$ cat src/rtl/fifo_rd_pkg.sv
// Shared constants and width helpers for the line-buffer FIFO read adapter.
// Width helpers are functions because the real depths come from module
// parameters. The localparams below give the widths for the default build.
// No ports; imported by fifo_rd_adapt_buf and fifo_line_buffer_rd_adapter.
package fifo_rd_pkg;

  localparam int unsigned STATS_W        = 32;
  localparam int unsigned DEF_RD_LATENCY = 1;
  localparam int unsigned DEF_IMG_WIDTH  = 640;
  localparam int unsigned DEF_IMG_HEIGHT = 480;

  // Bits needed to index n entries (at least 1).
  function automatic int unsigned idx_w(input int unsigned n);
    return (n > 1) ? $clog2(n) : 1;
  endfunction

  // Bits needed to hold a count of 0..n.
  function automatic int unsigned cnt_w(input int unsigned n);
    return $clog2(n + 1);
  endfunction

  // The output buffer covers the full read latency plus two slots.
  function automatic int unsigned buf_depth(input int unsigned rd_latency);
    return rd_latency + 2;
  endfunction

  localparam int unsigned BUF_DEPTH_DEF = buf_depth(DEF_RD_LATENCY);
  localparam int unsigned BUF_IDX_W     = idx_w(BUF_DEPTH_DEF);
  localparam int unsigned BUF_CNT_W     = cnt_w(BUF_DEPTH_DEF);
  localparam int unsigned COL_W         = idx_w(DEF_IMG_WIDTH);
  localparam int unsigned ROW_W         = idx_w(DEF_IMG_HEIGHT);

endpackage

$ cat src/rtl/fifo_rd_adapt_buf.sv
// Circular output buffer for the FIFO read adapter.
// Ports:
//   clk, rst_n    clock, asynchronous active-low reset
//   push_i        write push_data_i at the tail (caller guarantees space)
//   pop_i         drop the head entry (ignored while empty)
//   head_o        head entry, 0 while empty
//   count_o       number of stored entries
module fifo_rd_adapt_buf
  import fifo_rd_pkg::*;
#(
  parameter int unsigned DATA_WIDTH = 1,
  parameter int unsigned DEPTH      = BUF_DEPTH_DEF
) (
  input  logic                    clk,
  input  logic                    rst_n,
  input  logic                    push_i,
  input  logic [DATA_WIDTH-1:0]   push_data_i,
  input  logic                    pop_i,
  output logic [DATA_WIDTH-1:0]   head_o,
  output logic [cnt_w(DEPTH)-1:0] count_o
);

  localparam int unsigned IW = idx_w(DEPTH);
  localparam int unsigned CW = cnt_w(DEPTH);

  logic [DATA_WIDTH-1:0] mem_q [DEPTH];
  logic [IW-1:0]         wr_q, wr_d;
  logic [IW-1:0]         rd_q, rd_d;
  logic [CW-1:0]         count_q, count_d;
  logic                  do_pop;

  function automatic logic [IW-1:0] wrap_inc(input logic [IW-1:0] p);
    return (p == IW'(DEPTH - 1)) ? '0 : p + IW'(1);
  endfunction

  always_comb begin
    do_pop  = pop_i && (count_q != '0);
    wr_d    = push_i ? wrap_inc(wr_q) : wr_q;
    rd_d    = do_pop ? wrap_inc(rd_q) : rd_q;
    count_d = count_q;
    case ({push_i, do_pop})
      2'b10:   count_d = count_q + CW'(1);
      2'b01:   count_d = count_q - CW'(1);
      default: count_d = count_q;
    endcase
  end

  always_ff @(posedge clk or negedge rst_n) begin
    if (!rst_n) begin
      wr_q    <= '0;
      rd_q    <= '0;
      count_q <= '0;
    end else begin
      wr_q    <= wr_d;
      rd_q    <= rd_d;
      count_q <= count_d;
    end
  end

  // Storage needs no reset: head_o is masked while the buffer is empty.
  always_ff @(posedge clk) begin
    if (push_i) mem_q[wr_q] <= push_data_i;
  end

  assign head_o  = (count_q != '0) ? mem_q[rd_q] : '0;
  assign count_o = count_q;

endmodule

$ cat src/rtl/fifo_line_buffer_rd_adapter.sv
// Read-side adapter between the 1-bit line-buffer FIFO/RAM pair and the
// morphology window logic. Issues reads only when a buffer slot is reserved,
// absorbs the RAM read latency, and presents a first-word-fall-through
// valid/ready stream tagged with start-of-frame and end-of-line.
// Ports:
//   clk, rst_n          clock, asynchronous active-low reset
//   fifo_rempty         registered empty flag from the FIFO controller
//   fifo_r_en           read request (combinational)
//   fifo_rdata          RAM data, valid RD_LATENCY cycles after an accepted read
//   m_valid/m_ready     output handshake
//   m_data, m_sof, m_eol  head pixel and its position markers
// Optional build macro FIFO_RD_ADAPT_STATS_EN adds saturating stall_cnt and
// starve_cnt outputs.
module fifo_line_buffer_rd_adapter
  import fifo_rd_pkg::*;
#(
  parameter int unsigned DATA_WIDTH = 1,
  parameter int unsigned RD_LATENCY = DEF_RD_LATENCY,
  parameter int unsigned IMG_WIDTH  = DEF_IMG_WIDTH,
  parameter int unsigned IMG_HEIGHT = DEF_IMG_HEIGHT
) (
  input  logic                  clk,
  input  logic                  rst_n,
  input  logic                  fifo_rempty,
  output logic                  fifo_r_en,
  input  logic [DATA_WIDTH-1:0] fifo_rdata,
  output logic                  m_valid,
  input  logic                  m_ready,
  output logic [DATA_WIDTH-1:0] m_data,
  output logic                  m_sof,
  output logic                  m_eol
`ifdef FIFO_RD_ADAPT_STATS_EN
  ,
  output logic [STATS_W-1:0]    stall_cnt,
  output logic [STATS_W-1:0]    starve_cnt
`endif
);

  localparam int unsigned BUF_DEPTH = buf_depth(RD_LATENCY);
  localparam int unsigned BCW       = cnt_w(BUF_DEPTH);
  localparam int unsigned SW        = cnt_w(2 * BUF_DEPTH);
  localparam int unsigned CLW       = idx_w(IMG_WIDTH);
  localparam int unsigned RWW       = idx_w(IMG_HEIGHT);

  logic [RD_LATENCY-1:0] pipe_q, pipe_d;
  logic [BCW-1:0]        buf_count;
  logic [SW-1:0]         inflight;
  logic [SW-1:0]         occupancy;
  logic [CLW-1:0]        col_q, col_d;
  logic [RWW-1:0]        row_q, row_d;
  logic                  accepted_rd;
  logic                  push;
  logic                  pop;

  // Slots are reserved for every read still in the pipe, so the buffer can
  // never overflow. The rst_n term keeps the request low while in reset.
  always_comb begin
    inflight = '0;
    for (int unsigned i = 0; i < RD_LATENCY; i++) begin
      inflight = inflight + SW'(pipe_q[i]);
    end
    occupancy   = SW'(buf_count) + inflight;
    fifo_r_en   = rst_n && !fifo_rempty && (occupancy < SW'(BUF_DEPTH));
    accepted_rd = fifo_r_en && !fifo_rempty;
  end

  always_comb begin
    pipe_d    = '0;
    pipe_d[0] = accepted_rd;
    for (int unsigned i = 1; i < RD_LATENCY; i++) begin
      pipe_d[i] = pipe_q[i-1];
    end
  end

  assign push = pipe_q[RD_LATENCY-1];
  assign pop  = m_valid && m_ready;

  fifo_rd_adapt_buf #(
    .DATA_WIDTH (DATA_WIDTH),
    .DEPTH      (BUF_DEPTH)
  ) u_buf (
    .clk         (clk),
    .rst_n       (rst_n),
    .push_i      (push),
    .push_data_i (fifo_rdata),
    .pop_i       (pop),
    .head_o      (m_data),
    .count_o     (buf_count)
  );

  always_comb begin
    col_d = col_q;
    row_d = row_q;
    if (pop) begin
      if (col_q == CLW'(IMG_WIDTH - 1)) begin
        col_d = '0;
        row_d = (row_q == RWW'(IMG_HEIGHT - 1)) ? '0 : row_q + RWW'(1);
      end else begin
        col_d = col_q + CLW'(1);
      end
    end
  end

  always_ff @(posedge clk or negedge rst_n) begin
    if (!rst_n) begin
      pipe_q <= '0;
      col_q  <= '0;
      row_q  <= '0;
    end else begin
      pipe_q <= pipe_d;
      col_q  <= col_d;
      row_q  <= row_d;
    end
  end

  assign m_valid = (buf_count != '0);
  assign m_sof   = m_valid && (col_q == '0) && (row_q == '0);
  assign m_eol   = m_valid && (col_q == CLW'(IMG_WIDTH - 1));

`ifdef FIFO_RD_ADAPT_STATS_EN
  logic [STATS_W-1:0] stall_cnt_q;
  logic [STATS_W-1:0] starve_cnt_q;

  // rst_n is implicitly high outside the reset branch.
  always_ff @(posedge clk or negedge rst_n) begin
    if (!rst_n) begin
      stall_cnt_q  <= '0;
      starve_cnt_q <= '0;
    end else begin
      if (m_valid && !m_ready && (stall_cnt_q != '1))
        stall_cnt_q <= stall_cnt_q + STATS_W'(1);
      if (m_ready && !m_valid && (starve_cnt_q != '1))
        starve_cnt_q <= starve_cnt_q + STATS_W'(1);
    end
  end

  assign stall_cnt  = stall_cnt_q;
  assign starve_cnt = starve_cnt_q;
`endif

endmodule

$ cat config.mk
export PLATFORM = sky130hd
export DESIGN_NAME = fifo_line_buffer_rd_adapter
export DESIGN_NICKNAME = d
export VERILOG_FILES = /design/src/rtl/fifo_rd_pkg.sv /design/src/rtl/fifo_rd_adapt_buf.sv /design/src/rtl/fifo_line_buffer_rd_adapter.sv
export SDC_FILE = /design/constraint.sdc
export NUM_CORES = 1
export LEC_CHECK = 0
export BUFFER_PORTS_ARGS = -buffer_cell sky130_fd_sc_hd__buf_4
export CORE_MARGIN = 2
export CORE_UTILIZATION = 35
export DETAILED_ROUTE_END_ITERATION = 10
export GPL_TIMING_DRIVEN = 0
export PLACE_DENSITY = 0.63
export SETUP_SLACK_MARGIN = 0.15
export SLEW_MARGIN = 20
export SYNTH_ARGS = -nofsm -noshare
export SYNTH_HDL_FRONTEND = slang
export SYNTH_SLANG_ARGS = --single-unit
$ cat constraint.sdc
create_clock -name clk -period 4 [get_ports clk]
set_input_delay 0 -clock clk [delete_from_list [all_inputs] [get_ports clk]]
set_output_delay 0 -clock clk [all_outputs]
set_load 0.01 [all_outputs]
==> results of run 1 <==
## cell usage after synthesis, types with 2 or more instances
cell       instances
a2111oi_0          2
a21o_1             2
a21oi_1            4
and3_1             3
and4_1             3
dfrtp_1           26
edfxtp_1           3
ha_1               7
inv_1             10
nand2_1           12
nand3_1            7
nand4_1            4
nand4_4            2
nor2_1            11
nor3_1             4
nor4_1             2
nor4b_1            2
o21ai_0            9
o21ai_1            3
xnor2_1            7
xor2_1             4
## registers in the layout, summed over array words and instances, names as in the netlist
name           flops
u_buf.wr_q         2
col_q             10
pipe_q             1
row_q              9
u_buf.rd_q         2
u_buf.count_o      2
u_buf.mem_q        3
## area by class of cell
type                            instances  area [um2]
Multi-Input combinational cell        106       752.0
Tap cell                               52       65.06
Clock inverter                          3       65.06
Inverter                               11       43.79
Sequential cell                        29       740.7
Buffer                                  1       11.26
Timing Repair Buffer                   12       97.59
Clock buffer                            5       68.82
Fill cell                             418        2450
## where the power goes
group	total, mW	internal [mW]	leakage (nW)	switching (mW)
clock	0.363	0.247	0.0681	0.116
combinational	0.243	0.117	0.409	0.126
sequential	0.445	0.362	0.354	0.0836
## critical path, stage by stage, from the launching register on
cell	delay [ns]
dfrtp_1	0.49
ha_1	0.23
ha_1	0.28
a2111oi_0	0.41
buf_4	0.20
## how the worst min path moves through the flow
stage / start / endpoint / slack, ns / depth (start not counted)
2_1_floorplan: rst_n / col_q[0] / -0.30 / 0
3_3_place_gp: rst_n / u_buf.rd_q[1] / -0.07 / 1
3_5_place_dp: rst_n / u_buf.rd_q[0] / -0.06 / 1
4_1_cts: m_ready / u_buf.rd_q[1] / 0.06 / 4
5_1_grt: m_ready / u_buf.rd_q[1] / 0.06 / 4
6_report: m_ready / u_buf.rd_q[1] / 0.06 / 4
## cells by family after synthesis
logic type | after synthesis | synth area share [%]
AO/OA/AOI/OAI | 26 | 10.83
AND/OR/NAND/NOR | 59 | 23.44
flip-flops | 29 | 47.86
XOR/XNOR | 12 | 7.276
buffers and inverters | 12 | 3.557
multiplexers | 2 | 1.374
adder cells (fa/ha/maj) | 7 | 5.659
## per-layer routing
layer / wire length (um) / vias to the layer above / GRT usage [%]
met5: 0 / - / 0
met3: 105 / 6 / 4.762
li1: - / 573 / -
met2: 1374 / 15 / 22.33
met4: 71 / 0 / 6.838
met1: 1402 / 554 / 17.64
## timing repair
| item | 4_1_cts | 5_1_grt |
|---|---|---|
| hold buffers | 3 | 0 |
| resized for setup | 0 | 0 |
| endpoints found under the hold margin | 30 | 0 |
| endpoints found under the setup margin | 0 | 0 |
## stage by stage
stage          util, %  cells  total power, mW  worst slack, ns
2_1_floorplan        -    147           0.6079            2.369
3_3_place_gp     39.13    208           0.6759            2.395
3_5_place_dp     39.13    208           0.6930            2.363
4_1_cts          42.95    219            1.064            2.109
5_1_grt          42.95    219            1.127            1.972
6_report         42.95    219            1.051            2.107
==> flow_summary.json, run 1 <==
{
  "setup_violations": 0,
  "crit_type": "reg -> out",
  "nNetsFinal": 178,
  "synth_edf_count": 3,
  "drt-total-wl_mm": 2.954,
  "yosysTopAreaCell": "dfrtp_1",
  "detail-route-antenna-nets": 0,
  "synthTopCellsByArea": "dfrtp_1, edfxtp_1, ha_1",
  "p_leak_nw": 0.8321,
  "ctsLongestPathBuffers": 2,
  "clock.fmax_ghz": 0.5282,
  "wl_per_cell_um": 13.49,
  "overflow": 0,
  "syn_to_final_growth_pct": 19.16,
  "postSynthCellCount": 147,
  "clkLatencyLatePin_ns": 0.29,
  "max_slew_margin_pct": 74.20,
  "drt_iter0_drc": 88,
  "clk_pin_slew_worst_paths_ns": 0.06,
  "syn-mean-instance-area_um2": 10.53,
  "vdd_ir_drop_max_uv": 245.9,
  "startpoint": "u_buf.count_o[0]",
  "yosysUniqueCellTypes": 41,
  "required_ns": 4.00,
  "worstMarginPinSlew_ns": 0.3772,
  "core_um2": 4294,
  "io_buffers": 9,
  "status": "completed",
  "die_w_um": 70.50,
  "synth_fp_nets": 159,
  "hold_class": "in -> reg",
  "grt_pass1_wl_mm": 5.451,
  "die_height_um": 70.50,
  "path_max_fanout": 6,
  "p_per_area_nw_per_um2": 570.0,
  "synthArstFlopShare_pct": 89.66,
  "final_area_um2": 1844,
  "antenna_found_initial": 0,
  "die-area_um2": 4970,
  "setup_tns_ns": 0,
  "ys_warn_count": 0,
  "slew_viol_final": 0,
  "cap_violations": 0,
  "layout.cells.most_common": "dfrtp_1",
  "rows": 24,
  "io_pins": 10,
  "r2r_slack_ns": 2.36,
  "place_area_um2": 1680,
  "arrival_ns": 1.89,
  "timing.hold.ws_ns": 0.06316,
  "htree_levels": 2,
  "mostFrequentLayoutCells": "dfrtp_1, nand2_1, nor2_1, inv_1",
  "synth-seq-cells": 29,
  "reg2reg_from": "col_q[0]",
  "drt_pre_antenna_iters": 4,
  "cts_tree": "built",
  "grt_max_degree": 28,
  "seq_area_frac_synth_pct": 47.86,
  "fin_crit_sh_pct": 47.33,
  "period_minus_slack_ns": 1.893,
  "cp-end-kind": "output pin",
  "synth_top_area_share_pct": 42.04,
  "cp-start-kind": "register",
  "drc": 0,
  "start_util_pct": 36.04,
  "skew_ns": 0.002972,
  "vias": 1148,
  "rsz0062_at_grt": "false",
  "via_per_inst": 5.242,
  "grt_pass1_vias": 1210,
  "synth_ff_type": "dfrtp_1",
  "antenna_cells": 0,
  "clock_sinks": 29,
  "root_buffer": "clkbuf_8",
  "drive_above_1_share_pct": 16.77,
  "r2r_end": "row_q[4]",
  "worstRegToRegCells": 6,
  "syn_area_um2": 1548,
  "final_hold_viol_count": 0,
  "postCtsSetupBuffers": 0,
  "gp_congestion": 0.7576,
  "grtUsageTotal_pct": 14.24,
  "crit_end": "fifo_r_en",
  "cts_buffers": 5,
  "place_hpwl_mm": 2.147
}
Power figures use the tool's default switching activity.
==> run 2, diff against run 1 <==
--- a/config.mk
+++ b/config.mk
@@ -10,7 +10,7 @@
 export CORE_UTILIZATION = 35
 export DETAILED_ROUTE_END_ITERATION = 10
 export GPL_TIMING_DRIVEN = 0
-export PLACE_DENSITY = 0.63
+export PLACE_DENSITY = 0.65
 export SETUP_SLACK_MARGIN = 0.15
 export SLEW_MARGIN = 20
 export SYNTH_ARGS = -nofsm -noshare
==> constraint.sdc (replaced) <==
create_clock -name clk -period 1.53 [get_ports clk]
set_input_delay 0 -clock clk [delete_from_list [all_inputs] [get_ports clk]]
set_output_delay 0 -clock clk [all_outputs]
set_load 0.01 [all_outputs]
==> run 2 against run 1 <==
  * The run now ends with setup timing left
  * Non-clock buffer count grew 24
  * Largest power group unchanged
  * Sequential cell count stayed put
  * Utilization up 11 points
  * Combinational power rose to 4.7 times the previous value
  * Worst setup slack lost 2.3 ns
==> flow_summary.json, run 2 (synthesized netlist as in run 1, its figures left out) <==
{
  "status": "finished, violations left",
  "violations": "setup timing",
  "power_mw": 3.044,
  "r2r_slack_ns": -0.03,
  "fin_crit_sh_pct": 109.7,
  "vdd_ir_drop_max_uv": 689.9,
  "clkLatencyLatePin_ns": 0.29,
  "path_max_fanout": 5,
  "clock.fmax_ghz": 0.5956,
  "start_util_pct": 36.04,
  "reg2reg_from": "col_q[1]",
  "core_um2": 4294,
  "die_height_um": 70.50,
  "overflow": 0,
  "period_minus_slack_ns": 1.679,
  "startpoint": "u_buf.count_o[1]",
  "grt_pass1_vias": 1323,
  "crit_type": "reg -> out",
  "drc": 0,
  "cp-end-kind": "output pin",
  "setup_violations": 3,
  "via_per_inst": 5.284,
  "nFillCells": 335,
  "antenna_cells": 0,
  "grtUsageTotal_pct": 16.64,
  "clock_sinks": 29,
  "worstRegToRegCells": 6,
  "timing.hold.ws_ns": 0.1789,
  "crit_end": "m_sof",
  "io_buffers": 9,
  "die-area_um2": 4970,
  "fin_ws_ns": -0.1489,
  "hold_class": "in -> reg",
  "cp-start-kind": "register",
  "largest_register_ffs": 10,
  "p_per_area_nw_per_um2": 1305,
  "final_hold_viol_count": 0,
  "r2r_end": "row_q[4]",
  "skew_ns": 0.006085,
  "rsz0062_at_grt": "true",
  "drt_iter0_drc": 57,
  "grt_max_degree": 27,
  "cts_tree": "built",
  "io_pins": 10,
  "htree_levels": 2,
  "drt_pre_antenna_iters": 4,
  "holdPathStages": 5,
  "slew_viol_final": 0,
  "required_ns": 1.53,
  "layout.cells.most_common": "buf_4",
  "arrival_ns": 1.68,
  "mostFrequentLayoutCells": "buf_4, dfrtp_1, dfrtp_2, nand2_1",
  "vias": 1284,
  "drt-total-wl_mm": 3.784,
  "gp_congestion": 0.7609,
  "wl_per_cell_um": 15.57,
  "max_slew_margin_pct": 75.91,
  "clk_pin_slew_worst_paths_ns": 0.06,
  "rows": 24,
  "nNetsFinal": 202,
  "detail-route-antenna-nets": 0,
  "cap_violations": 0,
  "ctsLongestPathBuffers": 2,
  "drive_above_1_share_pct": 52.36,
  "antenna_found_initial": 0,
  "reg_top3": "col_q: 10 flops, row_q: 9 flops, u_buf.mem_q: 3 flops",
  "root_buffer": "clkbuf_8",
  "cts_buffers": 5,
  "grt_pass1_wl_mm": 6.341,
  "worstMarginPinSlew_ns": 0.3601,
  "setup_tns_ns": -0.2591,
  "place_hpwl_mm": 2.154,
  "top_register": "col_q",
  "die_w_um": 70.50,
  "syn_to_final_growth_pct": 50.77,
  "p_leak_nw": 1.005
}
-- run 2: cell types whose count changed in the layout (fill, tap and decap cells not counted), moves of 5 or more --
cell,previous run,this run
o21ai_2,0,5
dfrtp_1,26,16
dfrtp_2,0,10
ha_1,7,1
buf_4,9,23
o21ai_0,9,2
buf_6,1,8
ha_4,0,5
-- run 2: worst min path at each step --
| stage | from | endpoint | slack (ns) |
|---|---|---|---|
| floorplan | rst_n | col_q[0] | -0.30 |
| global placement | rst_n | u_buf.rd_q[0] | -0.07 |
| detailed placement | rst_n | u_buf.wr_q[1] | -0.07 |
| CTS | m_ready | u_buf.count_o[0] | 0.17 |
| global route | m_ready | u_buf.rd_q[1] | 0.18 |
| finish | m_ready | u_buf.rd_q[1] | 0.18 |
-- run 2: report_power, final --
part / internal [mW] / total, mW / switching [mW]
registers: 0.956 / 1.18 / 0.222
clock network: 0.406 / 0.714 / 0.308
logic: 0.610 / 1.15 / 0.542
-- run 2: layer usage --
layer / wire length (um) / GRT usage, %
met1: 1641 / 19.85
met2: 1911 / 28.30
met3: 150 / 4.473
met4: 81 / 6.838
met5: 0 / 0
-- run 2: cell type report --
| type | count | area [um2] | share of cell area [%] |
|---|---|---|---|
| flip-flops and latches | 29 | 753.2 | 32.28 |
| well taps | 52 | 65.06 | 2.788 |
| clock inverters | 1 | 5.005 | 0.2145 |
| multi-input cells | 106 | 1022 | 43.81 |
| clock buffers | 7 | 96.34 | 4.129 |
| plain buffers | 1 | 15.01 | 0.6434 |
| repair buffers | 36 | 332.8 | 14.26 |
| inverters | 11 | 43.79 | 1.877 |
-- run 2: repair_timing --
item,4_1_cts,5_1_grt
gates cloned,1,0
hold endpoints to repair,30,0
gates resized for setup,40,37
pin swaps,23,11
setup endpoints to repair,17,20
buffers inserted,18,4
hold buffers,4,0
-- run 2: per-stage QoR --
| step | instance area (um2) | setup WS, ns | utilization [%] | std cells |
|---|---|---|---|---|
| after global placement | 1695 | -0.001029 | 39.48 | 208 |
| after detailed placement | 1695 | -0.05388 | 39.48 | 208 |
| after global routing | 2333 | -0.2027 | 54.34 | 243 |
| after CTS | 2145 | -0.1933 | 49.94 | 239 |
| final | 2333 | -0.1489 | 54.34 | 243 |
| after floorplan | 1563 | 0.08893 | - | 147 |
-- run 2: critical path, stage by stage (launching register included) --
cell and delay, ns:
dfrtp_2 0.47, nor2_1 0.14, nor3_1 0.17, nand4_1 0.16, nor4b_2 0.29, buf_4 0.17
==> run 3, diff against run 2 <==
--- a/config.mk
+++ b/config.mk
@@ -10,7 +10,7 @@
 export CORE_UTILIZATION = 35
 export DETAILED_ROUTE_END_ITERATION = 10
 export GPL_TIMING_DRIVEN = 0
-export PLACE_DENSITY = 0.65
+export PLACE_DENSITY_LB_ADDON = 0.1
 export SETUP_SLACK_MARGIN = 0.15
 export SLEW_MARGIN = 20
 export SYNTH_ARGS = -nofsm -noshare
==> run 3 against run 2 <==
  * The flow still finishes with violations (setup timing)
  * Sequential share of layout area shrank 0.75 points
  * Wire length fell by 1.4%
  * Combinational power grew 9%
  * Cell count up 2.5%
  * Critical endpoint unchanged
==> flow_summary.json, run 3 (synthesized netlist as in run 1, its figures left out) <==
{
  "status": "finished, violations left",
  "violations": "setup timing",
  "drc": 0,
  "wl_met3_um": 125,
  "grt_max_degree": 27,
  "p_int_mw": 2.270,
  "via_per_inst": 5.217,
  "p_sw_mw": 1.077,
  "p_leak_nw": 1.048,
  "ff_latch_area_um2": 749.5,
  "nFillCells": 384,
  "die-area_um2": 4970,
  "r2r_slack_ns": -0.04,
  "placed_cells": 208,
  "required_ns": 1.53,
  "ctsLongestPathBuffers": 2,
  "drt-total-wl_mm": 3.730,
  "rsz0062_at_grt": "true",
  "place_area_um2": 1695,
  "drt_pre_antenna_iters": 4,
  "root_buffer": "clkbuf_8",
  "stdcell_count": 249,
  "switching_share_pct": 32.18,
  "cp-start-kind": "register",
  "die_height_um": 70.50,
  "clock.fmax_ghz": 0.6208,
  "hp-start": "m_ready",
  "largest_register_ffs": 10,
  "cap_violations": 0,
  "cp-end-kind": "output pin",
  "reg2reg_from": "row_q[0]",
  "timing.hold.ws_ns": 0.1780,
  "dp_slack_ns": -0.02864,
  "io_buffers": 9,
  "fin_crit_sh_pct": 105.3,
  "antenna_found_initial": 0,
  "highest_layer": "met4",
  "core_um2": 4294,
  "holdPathStages": 5,
  "vias": 1299,
  "worstMarginPinSlew_ns": 0.3800,
  "grt_pass1_vias": 1313,
  "final_hold_viol_count": 0,
  "layout.cells.most_common": "buf_4",
  "drt_iter0_drc": 63,
  "arrival_ns": 1.61,
  "mostFrequentLayoutCells": "buf_4, dfrtp_1, buf_6, nand2_1, inv_1",
  "path_max_fanout": 2,
  "skew_ns": 0.002685,
  "setup_violations": 6,
  "htree_levels": 2,
  "grtUsageTotal_pct": 15.99,
  "io_pins": 10,
  "start_util_pct": 36.04,
  "overflow": 0,
  "clockPowerShare_pct": 28.0,
  "cts_tree": "built",
  "wl_met2_mm": 1.891,
  "place_hpwl_mm": 2.230,
  "m1WireLength_mm": 1.670,
  "crit_type": "reg -> out",
  "grt_pass1_wl_mm": 6.134,
  "r2r_end": "row_q[6]",
  "worstRegToRegCells": 6,
  "hold_class": "in -> reg",
  "wl_per_cell_um": 14.98,
  "die_w_um": 70.50,
  "final_area_um2": 2377,
  "antenna_cells": 0,
  "slew_viol_final": 0,
  "detail-route-antenna-nets": 0,
  "comb_power_share_pct": 37.5,
  "multi_input_area_um2": 980.9,
  "clk_pin_slew_worst_paths_ns": 0.06,
  "vdd_ir_drop_max_uv": 918.0,
  "rows": 24,
  "top_register": "col_q",
  "gp_congestion": 0.7773,
  "p_seq_share_pct": 34.5,
  "reg_top3": "col_q: 10 flops, row_q: 9 flops, u_buf.mem_q: 3 flops",
  "drive_above_1_share_pct": 49.75,
  "period_minus_slack_ns": 1.611,
  "min_to": "u_buf.rd_q[1]",
  "fin_ws_ns": -0.08072,
  "syn_to_final_growth_pct": 53.60,
  "clkLatencyLatePin_ns": 0.28,
  "cts_buffers": 5,
  "p_per_area_nw_per_um2": 1408,
  "max_slew_margin_pct": 74.64,
  "clock_sinks": 29,
  "nNetsFinal": 208
}
[run 3: what timing repair did]
item | 4_1_cts | 5_1_grt
endpoints found under the hold margin | 30 | 0
buffers inserted | 19 | 9
gates resized for setup | 43 | 23
endpoints found under the setup margin | 19 | 22
hold buffers | 4 | 0
gates cloned | 1 | 0
pin swaps | 16 | 14
[run 3: power by group through the flow]
stage          clock network [mW]  registers (mW)  logic [mW]
3_3_place_gp                    0            1.17       0.656
3_5_place_dp                    0            1.18       0.675
2_1_floorplan                   0            1.13       0.495
6_report                    0.937            1.16        1.25
4_1_cts                     0.954            1.15        1.02
5_1_grt                      1.00            1.19        1.37
[run 3: worst max path at each step]
stage                     start  endpoint  cells past startpoint
2_1_floorplan          col_q[1]  row_q[4]                      6
3_3_place_gp           row_q[0]  row_q[5]                      5
3_5_place_dp   u_buf.count_o[0]    pipe_q                      3
4_1_cts                row_q[0]     m_sof                      6
5_1_grt                row_q[0]     m_sof                      6
6_report               row_q[0]     m_sof                      6
[run 3: layout make-up]
class                      instances  share of cell area, %
buffer                             1                 0.6316
clock buffer                       5                  2.895
clock inverter                     3                  2.737
inverter                          11                  1.842
multi-input combinational        106                  41.26
sequential                        29                  31.53
tap                               52                  2.737
timing repair buffer              42                  16.37
[run 3: worst max-delay path, stage by stage (launching register included)]
cell	delay (ns)
dfrtp_1	0.40
inv_2	0.07
ha_4	0.11
nor4b_4	0.17
nand4_1	0.15
nor4b_2	0.26
buf_4	0.17
[run 3: layer usage]
layer	vias up	track usage, %
met5	-	0
met4	0	4.274
met3	6	5.195
met2	16	26.52
met1	654	20.11
li1	623	-
[run 3: per-stage QoR]
| stage | power [mW] | setup TNS, ns | util (%) |
|---|---|---|---|
| global placement | 1.823 | 0 | 39.48 |
| floorplan | 1.622 | 0 | - |
| detailed placement | 1.850 | -0.06121 | 39.48 |
| global route | 3.562 | -1.302 | 55.36 |
| finish | 3.347 | -0.2106 | 55.36 |
| CTS | 3.125 | -0.1511 | 51.52 |
